### src/rtl/down_counter_sequencer_if.sv
// Signal bundle between the down-counter sequencer and its surroundings:
// run control, pacing tick, counter hookup and status pulses.
interface down_counter_sequencer_if;
   logic       start;
   logic [3:0] period;
   logic [3:0] reps;
   logic       tick;
   logic       abort;
   logic       coD;
   logic       clkEN;
   logic       ldcntD;
   logic       cntD;
   logic [3:0] NumData;
   logic       busy;
   logic       period_pulse;
   logic       done;
   logic [3:0] rep_left;

   modport master (
      input  start, period, reps, tick, abort, coD,
      output clkEN, ldcntD, cntD, NumData, busy, period_pulse, done, rep_left
   );

   modport slave (
      output start, period, reps, tick, abort, coD,
      input  clkEN, ldcntD, cntD, NumData, busy, period_pulse, done, rep_left
   );
endinterface

### src/rtl/down_counter_sequencer.sv
// Runs a programmed number of fixed-length periods on the 4-bit loadable
// down counter, reloading at each terminal count and pacing with tick.
module down_counter_sequencer (
   input  logic                        clock,
   input  logic                        reset,
   down_counter_sequencer_if.master    bus
);

   typedef enum logic [1:0] {S_IDLE, S_LOAD, S_COUNT, S_DONE} state_t;

   state_t     r_state, w_next;
   logic [3:0] r_period_q;
   logic [3:0] r_rep_left;
   logic       r_period_pulse;
   logic       r_done;
   logic       w_accept;
   logic       w_term;
   logic       w_last;
   logic       w_active;

   assign w_accept = bus.start && (bus.reps != 4'd0);
   assign w_active = (r_state == S_LOAD) || (r_state == S_COUNT);
   assign w_last   = (r_rep_left == 4'd1);
   // terminal tick of a period; abort wins over tick and coD
   assign w_term   = (r_state == S_COUNT) && bus.tick && bus.coD && !bus.abort;

   always_ff @(posedge clock or posedge reset) begin
      if (reset) r_state <= S_IDLE;
      else       r_state <= w_next;
   end

   always_comb begin
      w_next = r_state;
      case (r_state)
         S_IDLE:  if (w_accept) w_next = S_LOAD;
         S_LOAD: begin
            if (bus.abort)     w_next = S_IDLE;
            else if (bus.tick) w_next = S_COUNT;
         end
         S_COUNT: begin
            if (bus.abort)           w_next = S_IDLE;
            else if (w_term && w_last) w_next = S_DONE;
         end
         S_DONE:  w_next = S_IDLE;
         default: w_next = S_IDLE;
      endcase
   end

   always_comb begin
      bus.clkEN  = 1'b0;
      bus.ldcntD = 1'b0;
      bus.cntD   = 1'b0;
      case (r_state)
         S_LOAD: begin
            bus.clkEN  = bus.tick;
            bus.ldcntD = 1'b1;
         end
         S_COUNT: begin
            bus.clkEN  = bus.tick;
            // reload on the terminal tick itself so periods are back to back
            bus.ldcntD = bus.coD && !w_last;
            bus.cntD   = !bus.coD;
         end
         default: ;
      endcase
   end

   always_ff @(posedge clock or posedge reset) begin
      if (reset) begin
         r_period_q     <= 4'd0;
         r_rep_left     <= 4'd0;
         r_period_pulse <= 1'b0;
         r_done         <= 1'b0;
      end else begin
         r_period_pulse <= w_term;
         r_done         <= w_term && w_last;
         if ((r_state == S_IDLE) && w_accept) begin
            r_period_q <= bus.period;
            r_rep_left <= bus.reps;
         end else if (w_active && bus.abort) begin
            r_rep_left <= 4'd0;
         end else if (w_term) begin
            r_rep_left <= r_rep_left - 4'd1;
         end
      end
   end

   assign bus.NumData      = r_period_q;
   assign bus.busy         = w_active;
   assign bus.period_pulse = r_period_pulse;
   assign bus.done         = r_done;
   assign bus.rep_left     = r_rep_left;

endmodule

### src/flat_wrapper.sv
// flat-port wrapper written by rule: the top's interface ports become plain ports
module down_counter_sequencer_flat 
  (clock, reset, bus_start, bus_period, bus_reps, bus_tick, bus_abort, bus_coD, bus_clkEN, bus_ldcntD, bus_cntD, bus_NumData, bus_busy, bus_period_pulse, bus_done, bus_rep_left);
  down_counter_sequencer_if bus_i ();
  input  logic clock;
  input  logic reset;
  input wire logic [$bits(bus_i.start)-1:0] bus_start;
  input wire logic [$bits(bus_i.period)-1:0] bus_period;
  input wire logic [$bits(bus_i.reps)-1:0] bus_reps;
  input wire logic [$bits(bus_i.tick)-1:0] bus_tick;
  input wire logic [$bits(bus_i.abort)-1:0] bus_abort;
  input wire logic [$bits(bus_i.coD)-1:0] bus_coD;
  output wire logic [$bits(bus_i.clkEN)-1:0] bus_clkEN;
  output wire logic [$bits(bus_i.ldcntD)-1:0] bus_ldcntD;
  output wire logic [$bits(bus_i.cntD)-1:0] bus_cntD;
  output wire logic [$bits(bus_i.NumData)-1:0] bus_NumData;
  output wire logic [$bits(bus_i.busy)-1:0] bus_busy;
  output wire logic [$bits(bus_i.period_pulse)-1:0] bus_period_pulse;
  output wire logic [$bits(bus_i.done)-1:0] bus_done;
  output wire logic [$bits(bus_i.rep_left)-1:0] bus_rep_left;
  assign bus_i.start = bus_start;
  assign bus_i.period = bus_period;
  assign bus_i.reps = bus_reps;
  assign bus_i.tick = bus_tick;
  assign bus_i.abort = bus_abort;
  assign bus_i.coD = bus_coD;
  assign bus_clkEN = bus_i.clkEN;
  assign bus_ldcntD = bus_i.ldcntD;
  assign bus_cntD = bus_i.cntD;
  assign bus_NumData = bus_i.NumData;
  assign bus_busy = bus_i.busy;
  assign bus_period_pulse = bus_i.period_pulse;
  assign bus_done = bus_i.done;
  assign bus_rep_left = bus_i.rep_left;
  down_counter_sequencer u_core (.clock(clock), .reset(reset), .bus(bus_i));
endmodule
### config.mk
export PLATFORM = sky130hd
export DESIGN_NAME = down_counter_sequencer_flat
export DESIGN_NICKNAME = d
export VERILOG_FILES = /design/src/rtl/down_counter_sequencer_if.sv /design/src/rtl/down_counter_sequencer.sv /design/src/flat_wrapper.sv
export SDC_FILE = /design/constraint.sdc
export NUM_CORES = 1
export LEC_CHECK = 0
export CAP_MARGIN = 30
export CORE_MARGIN = 1.5
export CORE_UTILIZATION = 30
export CTS_BUF_LIST = sky130_fd_sc_hd__clkbuf_16
export CTS_CLUSTER_DIAMETER = 50
export DETAILED_ROUTE_END_ITERATION = 6
export PLACE_DENSITY = 0.63
export SLEW_MARGIN = 10
export SYNTH_ARGS = -nofsm -noshare
export SYNTH_HDL_FRONTEND = slang
export SYNTH_SLANG_ARGS = --single-unit
### constraint.sdc
create_clock -name clock -period 1.61 [get_ports clock]
set_input_delay 0.2415 -clock clock [delete_from_list [all_inputs] [get_ports clock]]
set_output_delay 0.2415 -clock clock [all_outputs]
set_load 0.1 [all_outputs]
==> metrics.txt, run 1 <==
status finished with violations; failing checks setup timing; Post-Syn Instances 72; top-area cell type share of the netlist area 0.415; die width 52.1 µm; Antenna Nets Post-Route 0; Arrival @ worst endpoint around 1.4 ns; Setup crit start kind register; R2R setup slack -0.03 ns; Crit Path Category register to output port; fraction of the yosys area taken by sequential cells 0.415; vias around 740; dpl hpwl 1.56 mm; Setup TNS Final -0.111 ns; pins over their slew limit 0; TritonCTS Buffers 3; TritonCTS clock tree done; Starting Density 0.321; Max Clock Freq just over 0.6 GHz; Total GRT Usage 0.162; RSZ-0062 raised after global routing yes; Synth cell types 25; Area Growth Syn to Fin 108%; Warnings, synthesis 0; Worst Clk Skew 0.00303 ns; synthesized area per cell 10.0 µm²; Final Cycle Share 1.03; Crit Path Max Fanout 4; synthesized flop and latch total 12; global-route wire length before repair 3.15 mm; Post-Syn Area a little over 700 µm²; minimum clock period 1.65 ns; CP Capture Type output port; top-level port count 28; Antenna diodes 0; Via density 4.99; initial antenna violation count 0; number of global-route vias before repair approximately 730; RePlAce Congestion 0.863; Nets 141; DRC Markers 0; CTS root buf clkbuf_16; Core Region 0.00225 mm²; worst slack, placed -0.183 ns; worst setup margin -0.0436 ns; die height around 52 µm; Slew HR 0.684; r2r worst-path depth 7; CTS max path bufs 2; worst min path class input pin to async pin; Final Hold Vio Count 0; main area contributors after synthesis dfrtp_1 (42%), ha_1 (8.7%), mux2_2 (6.2%); CTS Hold Bufs 0; syn_nets 91; largest net degree at the start of global routing 13; area leader, netlist dfrtp_1; total of fill cells in the finished design 175; worst r2r src u_core.r_state[0]; Initial DRT Pass Iterations 4; # setup viols final 3; initial drt markers 8; worst hold margin 0.334 ns; post-layout util 0.668; Clk Latency, worst-skew pair 0.24 ns; DR WL/cell 13.2 µm; max cap viols 0; Worst-Margin Slew between 0.4 and 0.5 ns; grt ovf 0; die area 0.00271 mm²; clk slew on worst S/H paths 0.04 ns; H-tree depth 1; Port-buffer cells 27; Rows 17; WL final between 1.5 and 2 mm; layout cells sized above 1 0.537; R2R Path End u_core.r_state[1]; Sink Count 12; Required @ worst endpoint 1.37 ns
[through the flow]
stage	std cells	cell area, µm²
floorplan	72	778
global placement	140	1320
detailed placement	140	1320
CTS	149	1490
global route	149	1510
finish	149	1510
[Yosys cell counts]
library cell and number:
and2_1 1, nor3_1 1, nand4b_4 1, inv_1 9, nand2b_1 1, xnor2_1 1
nand2_1 5, clkinv_4 1, o22ai_1 1, nor4_4 1, a31oi_1 1, mux2_2 4
o21a_1 2, nand3_2 1, a221o_1 1, o22a_1 2, o211ai_1 1, and3_1 2
a21oi_1 6, a32o_1 1, o21ai_0 2, dfrtp_1 12, a21o_2 2, ha_1 5
nor2_1 8
[cells by family after synthesis]
| kind of cell | count (synthesis) | synth area share |
|---|---|---|
| compound gates | 19 | 0.180 |
| simple gates | 21 | 0.185 |
| flops | 12 | 0.415 |
| buf+inv | 10 | 0.0588 |
| fa+ha+maj | 5 | 0.0865 |
| xor+xnor | 1 | 0.0121 |
| mux | 4 | 0.0623 |
[metal layers]
layer,global-route usage,part of all wire
met1,0.179,0.39
met2,0.289,0.54
met3,0.0402,0.046
met4,0.0746,0.024
met5,0,0
[how the worst max path moves through the flow]
| stage | to | startpoint |
|---|---|---|
| 2_1_floorplan | u_core.bus.rep_left[2] | u_core.r_state[1] |
| 3_3_place_gp | u_core.r_state[1] | bus_tick |
| 3_5_place_dp | u_core.bus.rep_left[3] | bus_reps[3] |
| 4_1_cts | bus_ldcntD | u_core.r_state[0] |
| 5_1_grt | bus_ldcntD | u_core.r_state[0] |
| 6_report | bus_ldcntD | u_core.r_state[1] |
[what timing repair did]
item,CTS,global route
setup buffers,6,0
pin swaps,3,3
setup endpoints to repair,9,9
resized for setup,11,5
[final cells by class]
cell class | instances | area [µm²] | share of cell area
repair buffers | 45 | 569 | 0.378
multi-input cells | 50 | 469 | 0.312
flip-flops and latches | 12 | 310 | 0.206
clock buffers | 3 | 75.1 | 0.0499
inverters | 10 | 42.5 | 0.0283
well taps | 28 | 35.0 | 0.0233
clock inverters | 1 | 3.75 | 0.00249
[cell usage in the layout (no fill, tap or decap), drive strengths merged, types with 2 or more instances in the layout]
| cell | instances |
|---|---|
| ha | 5 |
| mux2 | 4 |
| a21o | 2 |
| and3 | 2 |
| o22a | 2 |
| clkdlybuf4s50 | 13 |
| buf | 32 |
| a21oi | 6 |
| nand2 | 5 |
| o21ai | 2 |
| clkinv | 2 |
| inv | 9 |
| o21a | 2 |
| dfrtp | 12 |
| clkbuf | 3 |
| nor2 | 8 |
[registers in the layout (all words and copies together) (netlist names)]
name,cells
u_core.bus.done,1
u_core.bus.NumData,4
u_core.bus.period_pulse,1
u_core.bus.rep_left,4
u_core.r_state,2
[worst max-delay path, cell delays in order (launching register included)]
cell and delay (ns):
dfrtp_1 0.39, buf_4 0.15, ha_4 0.17, nand2_2 0.06, a21oi_2 0.04, o21a_4 0.20, buf_12 0.16
Power of run 1 is not shown: default switching activity piles up to over one toggle a cycle in this logic, so the estimate is an artifact.
==> inputs of run 2 (changes only) <==
Settings changed: CORE_UTILIZATION 30 to 38, PLACE_DENSITY 0.63 to 0.76.
==> run 2 against run 1 <==
  * The run still ends with setup timing left
  * Via count decreased by 2.7%
  * Setup slack better by 0.016 ns
  * First-iteration DRC count increased to 2.5 times the previous value
  * Non-clock buffer count fell by 3
  * Core utilization up 16 points
  * Flip-flop and latch count stayed put
  * Die area is 20% lower
  * Global-route usage is 6.1 points higher
  * Clock-buffer cell count did not move
  * Sequential share of layout area is 0.76 points higher
  * Critical path depth unchanged
  * Critical endpoint unchanged
==> metrics.txt, run 2 (synthesis results as in run 1) <==
status finished with violations (unchanged); failing checks setup timing (unchanged); CTS root buf clkbuf_16 (unchanged); Non-Filler Instances 143 (was 149); Antenna diodes 0 (unchanged); r2r worst-path depth 7 (unchanged); Worst Clk Skew 0.00672 ns (was 0.00303 ns); CTS Hold Bufs 0 (unchanged); Area Growth Syn to Fin 101% (was 108%); max cap viols 0 (unchanged); grt ovf 0 (unchanged); commonest non-fill, non-tap cells in the layout buf_12 (14), clkdlybuf4s50_1 (13), buf_4 (13) (was buf_12 (15), buf_4 (14), clkdlybuf4s50_1 (13)); Arrival @ worst endpoint 1.40 ns (was 1.41 ns); worst min path class input pin to async pin (unchanged); vias 723 (was 743); Starting Density 0.410 (was 0.321); pins over their slew limit 0 (unchanged); worst hold margin 0.322 ns (was 0.334 ns); dpl hpwl 1.48 mm (was 1.56 mm); Max Clock Freq 0.611 GHz (was 0.605 GHz); Slew HR 0.679 (was 0.684); design area 0.00145 mm² (was 0.00151 mm²); TritonCTS Buffers 3 (unchanged); Rows 15 (was 17); DR WL/cell 14.6 µm (was 13.2 µm); # setup viols final 1 (was 3); CTS max path bufs 2 (unchanged); clk slew on worst S/H paths 0.05 ns (was 0.04 ns); top-level port count 28 (unchanged); die height 46.6 µm (was 52.1 µm); Placed Cells incl. Taps 135 (was 140); commonest non-fill, non-tap cell in the layout buf_12 (unchanged); number of global-route vias before repair 743 (was 726); WL final 2.09 mm (was 1.96 mm); Port-buffer cells 27 (unchanged); Setup crit start kind register (unchanged); largest net degree at the start of global routing 13 (unchanged); Total GRT Usage 0.223 (was 0.162); Sink Count 12 (unchanged); worst setup margin -0.0279 ns (was -0.0436 ns); Initial DRT Pass Iterations 4 (unchanged); die width 46.6 µm (was 52.1 µm); DRC Markers 0 (unchanged); layout cells sized above 1 0.517 (was 0.537); Final Hold Vio Count 0 (unchanged); initial drt markers 20 (was 8); Core Region 0.00176 mm² (was 0.00225 mm²); Crit Path Max Fanout 4 (unchanged); Crit Path Category register to output port (unchanged); Clk Latency, worst-skew pair 0.24 ns (about the same); Required @ worst endpoint 1.37 ns (about the same); TritonCTS clock tree done (unchanged); Antenna Nets Post-Route 0 (unchanged); RePlAce Congestion 0.777 (was 0.863); placed inst area 0.00130 mm² (was 0.00132 mm²); H-tree depth 1 (unchanged); RSZ-0062 raised after global routing yes (unchanged); Nets 138 (was 141); global-route wire length before repair 3.35 mm (was 3.15 mm); Worst-Margin Slew 0.480 ns (was 0.474 ns); die area 0.00217 mm² (was 0.00271 mm²); CP Capture Type output port (unchanged); Final Cycle Share 1.02 (was 1.03); Via density 5.06 (was 4.99); initial antenna violation count 0 (unchanged); minimum clock period 1.64 ns (was 1.65 ns)
==> run 2: cell types whose count changed in the layout (fill, tap and decap cells not counted), sizes merged <==
cell / before / now
buf: 32 / 29
clkinv: 2 / 1
inv: 9 / 10
==> run 2: timing repair <==
item	in CTS	in global routing
pin swaps	0	1
resized for setup	6	7
buffers inserted	3	1
endpoints found under the setup margin	9	9
==> run 2: path summary, 6_finish.rpt <==
check	from	slack, ns	end
worst min register to register	u_core.bus.NumData[3]	0.57	u_core.bus.NumData[3]
worst max-delay path	u_core.r_state[1]	-0.03	bus_ldcntD
worst max register to register	u_core.r_state[0]	0.03	u_core.r_state[1]
min in group clock	u_core.bus.NumData[3]	0.57	u_core.bus.NumData[3]
worst min-delay path	reset	0.32	u_core.bus.NumData[0]
max in group asynchronous	reset	0.92	u_core.bus.rep_left[1]
==> run 2: layout make-up <==
type,count,area [µm²]
repair buffers,42,531
multi-input cells,50,458
fillers,109,313
flip-flops and latches,12,310
clock buffers,3,75.1
inverters,10,42.5
well taps,25,31.3
clock inverters,1,3.75
==> run 2: routing by layer <==
layer  up-vias  share of wire  routed length (µm)  global-route usage
met5         -              0                   0                   0
met4         0         0.0096                  20              0.0833
met3         2          0.059                 123              0.0431
met2        37           0.53                1110               0.386
met1       341           0.40                 835               0.273
li1        343              -                   -                   -
==> run 2: worst max-delay path, stage by stage, from the launching register on <==
cell and delay [ns]:
dfrtp_1 0.40, buf_6 0.13, ha_4 0.17, nand2_2 0.06, a21oi_2 0.04, o21a_4 0.20, buf_12 0.16
==> run 2: per-stage QoR <==
| step | setup slack (ns) | TNS (ns) | util |
|---|---|---|---|
| finish | -0.0279 | -0.0279 | 0.823 |
| global route | -0.0642 | -0.139 | 0.823 |
| CTS | -0.0272 | -0.0272 | 0.809 |
| detailed placement | -0.182 | -1.52 | 0.738 |
| global placement | -0.155 | -1.12 | 0.738 |
| floorplan | -0.00830 | -0.00830 | - |
Power of run 2 is left out for the same reason.
==> inputs of run 3 (changes only) <==
Settings changed: ABC_AREA set to 0.
==> results of run 3 <==
Same layout as run 2: the final DEF is identical, and so are final timing and power.
Power of run 3 is left out for the same reason.
